<file path="config.mk">
export PLATFORM = sky130hd
export DESIGN_NAME = ysyx_22041211_stage_buf
export DESIGN_NICKNAME = d
export VERILOG_FILES = /design/src/rtl/ysyx_22041211_stage_buf_pkg.sv /design/src/rtl/ysyx_22041211_ring_ptr.sv /design/src/rtl/ysyx_22041211_stage_buf.sv
export VERILOG_INCLUDE_DIRS = /design/src /design/src/rtl
export SDC_FILE = /design/constraint.sdc
export NUM_CORES = 1
export LEC_CHECK = 0
export CAP_MARGIN = 5
export CORE_UTILIZATION = 46
export DETAILED_ROUTE_END_ITERATION = 8
export HOLD_SLACK_MARGIN = 0.08
export PLACE_DENSITY = 0.76
export SKIP_LAST_GASP = 1
export SLEW_MARGIN = 20
export SYNTH_ARGS = -nofsm -noshare
export SYNTH_HDL_FRONTEND = slang
export SYNTH_HIERARCHICAL = 1
export SYNTH_SLANG_ARGS = --single-unit
</file>
<file path="constraint.sdc">
create_clock -name clk -period 1.55 [get_ports clk]
set_input_delay 0.2325 -clock clk [delete_from_list [all_inputs] [get_ports clk]]
set_output_delay 0.2325 -clock clk [all_outputs]
set_load 0.03 [all_outputs]
</file>
<file path="src/rtl/ysyx_22041211_define.v">
// Shared handshake constants for the ysyx_22041211 pipeline stages.
`ifndef YSYX_22041211_DEFINE_V
`define YSYX_22041211_DEFINE_V

`define YSYX_22041211_DATA_LEN 32
`define YSYX_22041211_DEPTH    2

`endif

</file>
<file path="src/rtl/ysyx_22041211_stage_buf_pkg.sv">
// Types, defaults and count helper shared by the stage buffer and its pointer counters.
package ysyx_22041211_stage_buf_pkg;

`include "ysyx_22041211_define.v"

  localparam int unsigned DefDataLen = `YSYX_22041211_DATA_LEN;
  localparam int unsigned DefDepth   = `YSYX_22041211_DEPTH;

  // Encoded as {push, pop} so the handshake bits cast straight onto it.
  typedef enum logic [1:0] {
    OpIdle = 2'b00,
    OpPop  = 2'b01,
    OpPush = 2'b10,
    OpBoth = 2'b11
  } op_e;

  function automatic logic [4:0] count_step(input logic [4:0] cnt, input op_e op);
    logic [4:0] nxt;
    nxt = cnt;
    unique case (op)
      OpPush:         nxt = cnt + 5'd1;
      OpPop:          nxt = cnt - 5'd1;
      OpIdle, OpBoth: nxt = cnt;
      default:        nxt = cnt;
    endcase
    return nxt;
  endfunction

endpackage

</file>
<file path="src/rtl/ysyx_22041211_ring_ptr.sv">
// Wrapping ring pointer: increments when inc is high, synchronous clear wins over inc.
module ysyx_22041211_ring_ptr #(
  parameter int unsigned WIDTH = 1
) (
  input  logic             clk,
  input  logic             rst,
  input  logic             clr,
  input  logic             inc,
  output logic [WIDTH-1:0] ptr
);

  logic [WIDTH-1:0] ptr_q, ptr_d;

  always_comb begin
    ptr_d = ptr_q;
    if (clr) begin
      ptr_d = '0;
    end else if (inc) begin
      ptr_d = ptr_q + 1'b1;
    end
  end

  always_ff @(posedge clk or negedge rst) begin
    if (!rst) begin
      ptr_q <= '0;
    end else begin
      ptr_q <= ptr_d;
    end
  end

  assign ptr = ptr_q;

endmodule

</file>
<file path="src/rtl/ysyx_22041211_stage_buf.sv">
// Ring-buffered valid/ready pipeline stage with synchronous flush.
// Optional combinational bypass when empty: define YSYX_22041211_STAGE_BUF_BYPASS_EN.
module ysyx_22041211_stage_buf
  import ysyx_22041211_stage_buf_pkg::*;
#(
  parameter int unsigned DATA_LEN = DefDataLen,
  parameter int unsigned DEPTH    = DefDepth
) (
  input  logic                   clk,
  input  logic                   rst,
  input  logic                   flush_i,
  input  logic                   in_valid,
  input  logic [DATA_LEN-1:0]    in_data,
  output logic                   in_ready_o,
  output logic                   out_valid_o,
  output logic [DATA_LEN-1:0]    out_data_o,
  input  logic                   out_ready,
  output logic [$clog2(DEPTH):0] count_o
);

  localparam int unsigned PtrW = $clog2(DEPTH);
  localparam int unsigned CntW = PtrW + 1;

  logic [PtrW-1:0]     wr_ptr, rd_ptr;
  logic [CntW-1:0]     count_q, count_d;
  logic [DATA_LEN-1:0] mem_q [DEPTH];
  logic [DATA_LEN-1:0] head;
  logic                push, pop, empty;
  op_e                 op;

  assign empty      = (count_q == '0);
  assign in_ready_o = (count_q < CntW'(DEPTH));
  assign count_o    = count_q;
  assign head       = empty ? '0 : mem_q[rd_ptr];
  assign pop        = ~empty & out_ready;

`ifdef YSYX_22041211_STAGE_BUF_BYPASS_EN
  logic byp_on, byp_take;

  // Held off during reset so the outputs read idle regardless of in_valid.
  assign byp_on      = empty & rst;
  assign byp_take    = byp_on & in_valid & out_ready;
  assign out_valid_o = byp_on ? in_valid : ~empty;
  assign out_data_o  = byp_on ? in_data : head;
  assign push        = in_valid & in_ready_o & ~byp_take;
`else
  assign out_valid_o = ~empty;
  assign out_data_o  = head;
  assign push        = in_valid & in_ready_o;
`endif

  always_comb begin
    op = op_e'({push, pop});
  end

  always_comb begin
    count_d = count_q;
    if (flush_i) begin
      count_d = '0;
    end else begin
      count_d = CntW'(count_step(5'(count_q), op));
    end
  end

  always_ff @(posedge clk or negedge rst) begin
    if (!rst) begin
      count_q <= '0;
    end else begin
      count_q <= count_d;
    end
  end

  // A push in the flush cycle is dropped, so storage is left untouched too.
  always_ff @(posedge clk or negedge rst) begin
    if (!rst) begin
      for (int i = 0; i < int'(DEPTH); i++) begin
        mem_q[i] <= '0;
      end
    end else if (push && !flush_i) begin
      mem_q[wr_ptr] <= in_data;
    end
  end

  ysyx_22041211_ring_ptr #(
    .WIDTH(PtrW)
  ) u_wr_ptr (
    .clk(clk),
    .rst(rst),
    .clr(flush_i),
    .inc(push & ~flush_i),
    .ptr(wr_ptr)
  );

  ysyx_22041211_ring_ptr #(
    .WIDTH(PtrW)
  ) u_rd_ptr (
    .clk(clk),
    .rst(rst),
    .clr(flush_i),
    .inc(pop & ~flush_i),
    .ptr(rd_ptr)
  );

endmodule

</file>
Word-level counts from Yosys, hierarchy flattened
Cells that the tools add are included.
- flip-flop bits (word level): 68
- bits in latches: 0
- memory bits (writable): 0
- ROM bits: 0
- bits of input ports: 37
- output and inout bits: 36
- logic and storage cells: 46
- memories: 0
- add/subtract/negate cells: 4
- multipliers: 0
- div/mod/pow operators: 0
- order comparisons: 4
- eq/ne operators: 4
- shifts and indexed selects: 0
- mux-type cells: 13
- bitwise gates (word level): 8
- reductions and logical operators: 8
- operators by type and width (kind ; number):
    2-to-1 mux 32 bit ; 5
    bitwise mux 64 bit ; 1
    demux 32 bit (select 1 bit) ; 1
    one-hot mux 2 bit (3 select lines) ; 1
    bitwise AND 1 bit ; 4
    equality test 2 bit, second input constant ; 2
    >= comparator 2 bit, second input constant ; 2
    zero test 2 bit ; 2
    2-to-1 mux 1 bit ; 4
    inverter 1 -> 2 bit ; 2
    nonzero test 2 bit ; 2
    adder 1 bit, second input constant ; 2
    adder 2 x 1 -> 2 bit, second input constant ; 1
    equality test 2 x 1 -> 1 bit, second input constant ; 1
    logical AND 1 bit ; 2
    less-than comparator 2 x 1 -> 1 bit, second input constant ; 1
    less-than comparator 2 bit, second input constant ; 1
    2-to-1 mux 2 bit ; 1
    inequality test 2 bit, second input constant ; 1
    inverter 1 bit ; 2
    OR reduction 2 bit ; 1
    subtractor 2 x 1 -> 2 bit, second input constant ; 1
    zero test 1 bit ; 1

Depth between registers and ports, before layout
Gate-level depths: netlist of the first run.
- depth in word-level cells: 7
- gate-level depth with buffers: 6

Cells and area by module
Netlist of the first run, hierarchy kept.
- modules (own cells, without submodules) (module ; instances ; cells each ; area each (um2)):
    ysyx_22041211_stage_buf ; 1 ; 225 ; 3314.4
    ysyx_22041211_ring_ptr ; 2 ; 3 ; 37.5

Least setup slack after synthesis of the first run
OpenSTA, ideal clock, no wires.
- path kind: register -> register
- from: reg count_q[1], in the netlist count_o[1]
- to: reg count_q[1], in the netlist count_o[1]
- library setup time: 77 ps
- data arrival time: 1694 ps
- setup slack: -222 ps
- cell stages (with the launch flop): 6
- buffers on the path: 0
- clock period less this slack: 1772 ps
- cells stage by stage: dfrtp_1 nor2_1 nor2b_1 ha_1 or3_1 a21oi_1
- word-level cells in the longest chain between the ends: 7
- ends and longest elaborated chain (what ; RTL line ; source):
    start, declared ; ysyx_22041211_stage_buf.sv:25 ; logic [CntW-1:0] count_q, count_d;
    start signal, assigned ; ysyx_22041211_stage_buf.sv:69 ; count_q <= count_d;
    parallel branches: the longest is 7 deep, another holds less-than comparator 2 bit ; - ;
Parallel ways; which one is timed is not known.
A chain may end at the register's enable or synchronous reset.

Worst setup path after layout of the first run
- from: reg u_rd_ptr.ptr_q, in the netlist u_rd_ptr/ptr
- to: out out_data_o[19]
- word-level cells in the longest chain between the ends: 5
- ends and longest elaborated chain (what ; RTL line ; source):
    start, declared ; ysyx_22041211_ring_ptr.sv:12 ; logic [WIDTH-1:0] ptr_q, ptr_d;
    start signal, assigned ; ysyx_22041211_ring_ptr.sv:27 ; ptr_q <= ptr_d;
    inverter 1 -> 2 bit (not written as such) ; ysyx_22041211_stage_buf.sv:34 ; assign head = empty ? '0 : mem_q[rd_ptr];
    2-to-1 mux 32 bit (not written as such) (3 in series) ; ysyx_22041211_stage_buf.sv:34 ;
    2-to-1 mux 32 bit ; ysyx_22041211_stage_buf.sv:34 ;
    end, declared ; ysyx_22041211_stage_buf.sv:16 ; output logic [DATA_LEN-1:0] out_data_o,
No other way between the ends. The select of a mux whose other input is x is not followed.

==> results.py, run 1 <==
metrics = {
    "run_status": {
        "outcome": "complete, but fails checks",
        "violations": "negative setup slack",
    },
    "power_and_ir_drop": {
        "combPwrFrac": 0.544,
        "power_frac_seq": 0.304,
        "p_leak_nw": 2.186,
        "power.total_mw": 10.69,
        "p_per_area_nw_per_um2": 2131,
        "p_int_mw": 6.671,
        "p_clk_frac": 0.152,
        "p_sw_mw": 4.016,
        "p_sw_frac": 0.3758,
        "ir_worst_vdd_v": 0.001143,
    },
    "clocking": {
        "clk_pin_slew_ns": 0.08,
        "cts_tree": "yes",
        "clock_latency_ns": 0.34,
        "root_buffer": "clkbuf_8",
        "cts_sinks": 68,
        "cts-buffers-inserted": 9,
        "htreeDepth": 3,
        "clockBufferDepth": 2,
    },
    "logic_synthesis": {
        "synth_area_um2": 3390,
        "syn_nets": 269,
        "ys_types": 21,
        "syn-instance-count": 231,
        "yosysWarnings": 6,
        "ys_seq_area_frac": 0.5020,
        "synth_top_cell_by_area": "dfrtp_1",
        "ys_seq_elements": 68,
        "synth_area_leaders": "dfrtp_1 (50%), mux2_4 (27%), mux2i_1 (9.4%), nor2_1 (4.0%), buf_12 (3.5%)",
        "netlist.area_leader.share": 0.5020,
        "synth_area_per_cell_um2": 14.67,
    },
    "routing": {
        "drc": 0,
        "wire_per_inst_um": 17.67,
        "drt_iter0_markers": 81,
        "ant_nets": 0,
        "via_per_inst": 4.959,
        "vias": 2172,
        "drt_wl_total_um": 7739,
        "first_pass_iters": 4,
    },
    "floorplanning": {
        "die_h_um": 87.84,
        "num_rows": 30,
        "dieWidth_um": 87.84,
        "fp.coreArea_um2": 6944,
        "die_area_um2": 7716,
        "start_util": 0.4881,
        "ios": 73,
    },
    "grt": {
        "grt_pass1_wl_um": 12390,
        "grt_overflow_total": 0,
        "grt_pass1_vias": 2387,
        "grt_max_degree": 46,
        "grtUsageTotal": 0.2188,
        "grt_antenna_before_repair": 0,
    },
    "sta": {
        "timing.final.ws_setup_ns": -0.1953,
        "timing.hold.ws_ns": 0.2348,
        "period_share": 1.126,
        "report.final.slew_viol_count": 0,
        "rsz0062_at_grt": "yes",
        "fmax_ghz": 0.5730,
        "setup_viol": 98,
        "tightest_slew_ns": 0.2994,
        "fin_crit_ns": 1.745,
        "fin_skew_ns": 0.01048,
        "slew_headroom": 0.8012,
        "tns_ns": -12.78,
        "hold_viol": 0,
    },
    "placement": {
        "dp_cells": 402,
        "hpwlAfterDp_um": 4318,
        "routabilityCongestion": 0.7398,
        "place_area_um2": 4284,
        "port-buffer-count": 72,
        "preCtsSetupSlack_ns": -0.3222,
    },
    "cells_and_area": {
        "final_cell_mix": "dfrtp_1 (65), mux2_4 (61), buf_4 (36)",
        "final_cell_area_um2": 5015,
        "utilization": 0.7222,
        "areaGrowthSynthToFinish_pct": 47.95,
        "final_cells": 438,
        "layout-drive-gt1-share": 0.6170,
        "layout_commonest_cell": "dfrtp_1",
        "fill_cells": 457,
        "nets": 375,
        "diodes": 0,
    },
    "worst_setup_path": {
        "crit_arrival_ns": 1.51,
        "worstSetupPathType": "flop to output port",
        "rr_endpoint": "mem_q[27]",
        "rr_startpoint": "count_o[1]",
        "reg2reg_slack_ns": -0.19,
        "critical_path.max_fanout": 11,
        "critPathLaunchType": "flop",
        "r2r_cells": 6,
        "end_kind": "output port",
        "cp.required_ns": 1.32,
    },
    "job": {
        "max_cap_violations": 0,
    },
    "worst_hold_path": {
        "hold_class": "primary input to asynchronous set/reset pin",
    },
}
[worst max-delay path, stage by stage (launching register included)]
cell and delay, ns:
dfrtp_2 0.49, buf_12 0.20, mux2i_1 0.25, nor2_2 0.07
buf_4 0.17
[sequential cells by signal, summed over array words and instances, names as in the netlist]
name	flops
mem_q	64
u_rd_ptr/ptr	1
u_wr_ptr/ptr	1
count_o	2
[repair_timing]
| action | CTS | global route |
|---|---|---|
| hold buffers | 1 | 0 |
| setup buffers | 15 | 5 |
| hold endpoints to repair | 68 | 0 |
| pin swaps | 6 | 2 |
| resized for setup | 61 | 41 |
| cloned | 8 | 1 |
| setup endpoints to repair | 80 | 100 |
[cells by family (layout without fill, tap and decap cells)]
kind of cell	count (synthesis)	after routing	synth area share
and+or+nand+nor	43	43	0.05426
muxes	96	96	0.3736
AOI/OAI and AO/OA	2	2	0.002950
adders and majority gates	1	1	0.003691
xor gates and xnor gates	4	4	0.01034
buffers and inverters	17	128	0.05316
DFF	68	68	0.5020
[Yosys cell counts (all sizes together)]
master	n
a21oi	1
and2	1
and2b	1
buf	11
clkbuf	4
dfrtp	68
ha	1
inv	2
mux2	64
mux2i	32
nand2	1
nor2	36
nor2b	2
nor3b	1
o21ai	1
or3	1
xnor2	3
xor2	1
[power groups by stage]
stage	registers, mW	logic, mW	clock network (mW)
after floorplan	3.03	3.42	0
after global placement	3.11	4.75	0
after detailed placement	3.12	4.85	0
after CTS	3.16	5.76	1.65
after global routing	3.34	6.15	1.73
final	3.25	5.81	1.63
[metal layers]
| layer | track usage | routed length (µm) | share of wire |
|---|---|---|---|
| met5 | 0 | 0 | 0 |
| met2 | 0.3756 | 3894 | 0.50 |
| met3 | 0.04336 | 264 | 0.034 |
| met1 | 0.2795 | 3482 | 0.45 |
| met4 | 0.06706 | 97 | 0.013 |
[worst max-delay path by stage]
stage | from | endpoint | cells past startpoint
3_5_place_dp | in_valid | mem_q[41] | 5
4_1_cts | count_o[0] | out_data_o[20] | 4
6_report | u_rd_ptr/ptr | out_data_o[19] | 4
2_1_floorplan | count_o[1] | mem_q[0] | 5
3_3_place_gp | in_valid | mem_q[63] | 5
5_1_grt | count_o[1] | mem_q[27] | 6
[cell type report]
class | instances | area (µm²) | share of cell area
clock buffer | 9 | 123.9 | 0.02470
clock inverter | 7 | 98.84 | 0.01971
sequential | 68 | 1705 | 0.3401
inverter | 2 | 10.01 | 0.001996
timing repair buffer | 110 | 1177 | 0.2348
tap | 96 | 120.1 | 0.02395
multi-input combinational | 146 | 1779 | 0.3548
Power figures use the tool's default switching activity.
==> run 2, diff against run 1 <==
CORE_UTILIZATION = 50   (was 46)
DONT_BUFFER_PORTS = 1   (was default)
PLACE_DENSITY = 0.68   (was 0.76)
==> run 2 against run 1 <==
Net effect: the flow finishes with violations (design-rule violations, negative hold slack, negative setup slack); flip-flop and latch count is the same; sequential power fell by 3%; critical path depth grew 1; via count fell by 2.1%; fmax increased by 2.1%; total power decreased by 7.0%; clock skew decreased by 0.0016 ns; largest power group unchanged; highest routed layer unchanged.
==> results.py, run 2 (synthesis gave the netlist of run 1 again) <==
metrics = {
    "run_status": {
        "outcome": "complete, but fails checks",
        "violations": "design-rule violations, negative hold slack, negative setup slack",
    },
    "power_and_ir_drop": {
        "p_leak_nw": 2.100,
        "p_per_area_nw_per_um2": 2102,
        "ir_worst_vdd_v": 0.001189,
    },
    "sta": {
        "fin_crit_ns": 1.710,
        "fmax_ghz": 0.5849,
        "timing.final.ws_setup_ns": -0.1597,
        "period_share": 1.103,
        "timing.hold.ws_ns": -0.4271,
        "slew_headroom": 0.8551,
        "tightest_slew_ns": 0.2112,
        "fin_skew_ns": 0.008851,
        "rsz0062_at_grt": "yes",
        "hold_viol": 68,
        "report.final.slew_viol_count": 0,
        "setup_viol": 50,
    },
    "clocking": {
        "root_buffer": "clkbuf_8",
        "cts_tree": "yes",
        "cts_sinks": 68,
        "clk_pin_slew_ns": 0.07,
        "htreeDepth": 3,
        "clockBufferDepth": 2,
        "clock_latency_ns": 0.35,
        "postCtsHoldBufs": 33,
        "cts-buffers-inserted": 9,
    },
    "cells_and_area": {
        "final_cells": 405,
        "largest_reg_flops": 64,
        "layout-drive-gt1-share": 0.5701,
        "top_register": "mem_q",
        "final_cell_mix": "dfrtp_1 (65), mux2_4 (63), buf_4 (42)",
        "diodes": 0,
        "areaGrowthSynthToFinish_pct": 39.57,
        "layout_commonest_cell": "dfrtp_1",
        "nets": 363,
        "utilization": 0.7325,
        "final_cell_area_um2": 4731,
    },
    "routing": {
        "ant_nets": 0,
        "drt_iter0_markers": 147,
        "first_pass_iters": 8,
        "wire_per_inst_um": 18.62,
        "via_per_inst": 5.249,
        "vias": 2126,
        "drt_wl_total_um": 7542,
        "drc": 6,
    },
    "placement": {
        "hpwlAfterDp_um": 4189,
        "place_area_um2": 3837,
        "routabilityCongestion": 0.7196,
        "dp_cells": 341,
        "port-buffer-count": 0,
    },
    "grt": {
        "grt_max_degree": 69,
        "grtUsageTotal": 0.2190,
        "grt_pass1_wl_um": 11760,
        "grt_pass1_vias": 2252,
        "grt_antenna_before_repair": 0,
        "grt_overflow_total": 0,
    },
    "worst_setup_path": {
        "critPathLaunchType": "flop",
        "critical_path.max_fanout": 5,
        "crit_arrival_ns": 1.48,
        "cp.required_ns": 1.32,
        "end_kind": "output port",
        "worstSetupPathType": "flop to output port",
    },
    "floorplanning": {
        "dieWidth_um": 84.34,
        "die_area_um2": 7112,
        "start_util": 0.5248,
        "num_rows": 29,
        "die_h_um": 84.34,
        "fp.coreArea_um2": 6459,
        "ios": 73,
    },
    "job": {
        "max_cap_violations": 0,
    },
    "worst_hold_path": {
        "hold_class": "primary input to asynchronous set/reset pin",
    },
}
## run 2: what timing repair did
action	4_1_cts	5_1_grt
pin swaps	3	5
resized for setup	17	15
endpoints found under the setup margin	96	98
cloned	3	3
setup buffers	8	4
hold endpoints to repair	136	68
## run 2: routing by layer
metal | global-route usage | vias to the layer above | wire (µm)
li1 | - | 980 | -
met1 | 0.2715 | 1076 | 3308
met2 | 0.3718 | 61 | 3746
met3 | 0.06883 | 9 | 389
met4 | 0.06163 | 0 | 98
met5 | 0 | - | 0
## run 2: final timing paths
path,cells past startpoint,startpoint,slack (ns),to
max,5,count_o[1],-0.16,out_data_o[0]
min,0,rst,-0.43,mem_q[9]
max reg2reg,6,count_o[1],-0.10,mem_q[46]
min reg2reg,1,mem_q[13],0.51,mem_q[13]
max in group asynchronous,0,rst,1.86,u_rd_ptr/ptr
min in group clk,3,flush_i,0.16,u_rd_ptr/ptr
## run 2: layout make-up
cell class / count / area, µm²
flip-flops and latches: 68 / 1705
repair buffers: 98 / 1074
multi-input cells: 146 / 1655
clock buffers: 12 / 155.1
inverters: 2 / 10.01
fillers: 443 / 1728
clock inverters: 2 / 35.03
well taps: 77 / 96.34
## run 2: stage by stage
stage	power [mW]	setup slack [ns]	TNS, ns
2_1_floorplan	6.456	-0.03614	-1.988
3_3_place_gp	7.593	-0.006458	-0.07397
3_5_place_dp	7.700	-0.06400	-1.645
4_1_cts	9.586	-0.1254	-5.898
5_1_grt	10.44	-0.2134	-9.690
6_report	9.942	-0.1597	-4.776
## run 2: worst max-delay path, stage by stage, from the launching register on
cell,delay (ns)
dfrtp_2,0.45
nor2_4,0.15
buf_4,0.17
clkbuf_16,0.15
nor2_2,0.04
buf_4,0.16
## run 2: where the power goes
part / internal [mW] / total (mW) / switching, mW
Clock: 0.812 / 1.47 / 0.657
Sequential: 2.62 / 3.16 / 0.543
Combinational: 2.84 / 5.31 / 2.47
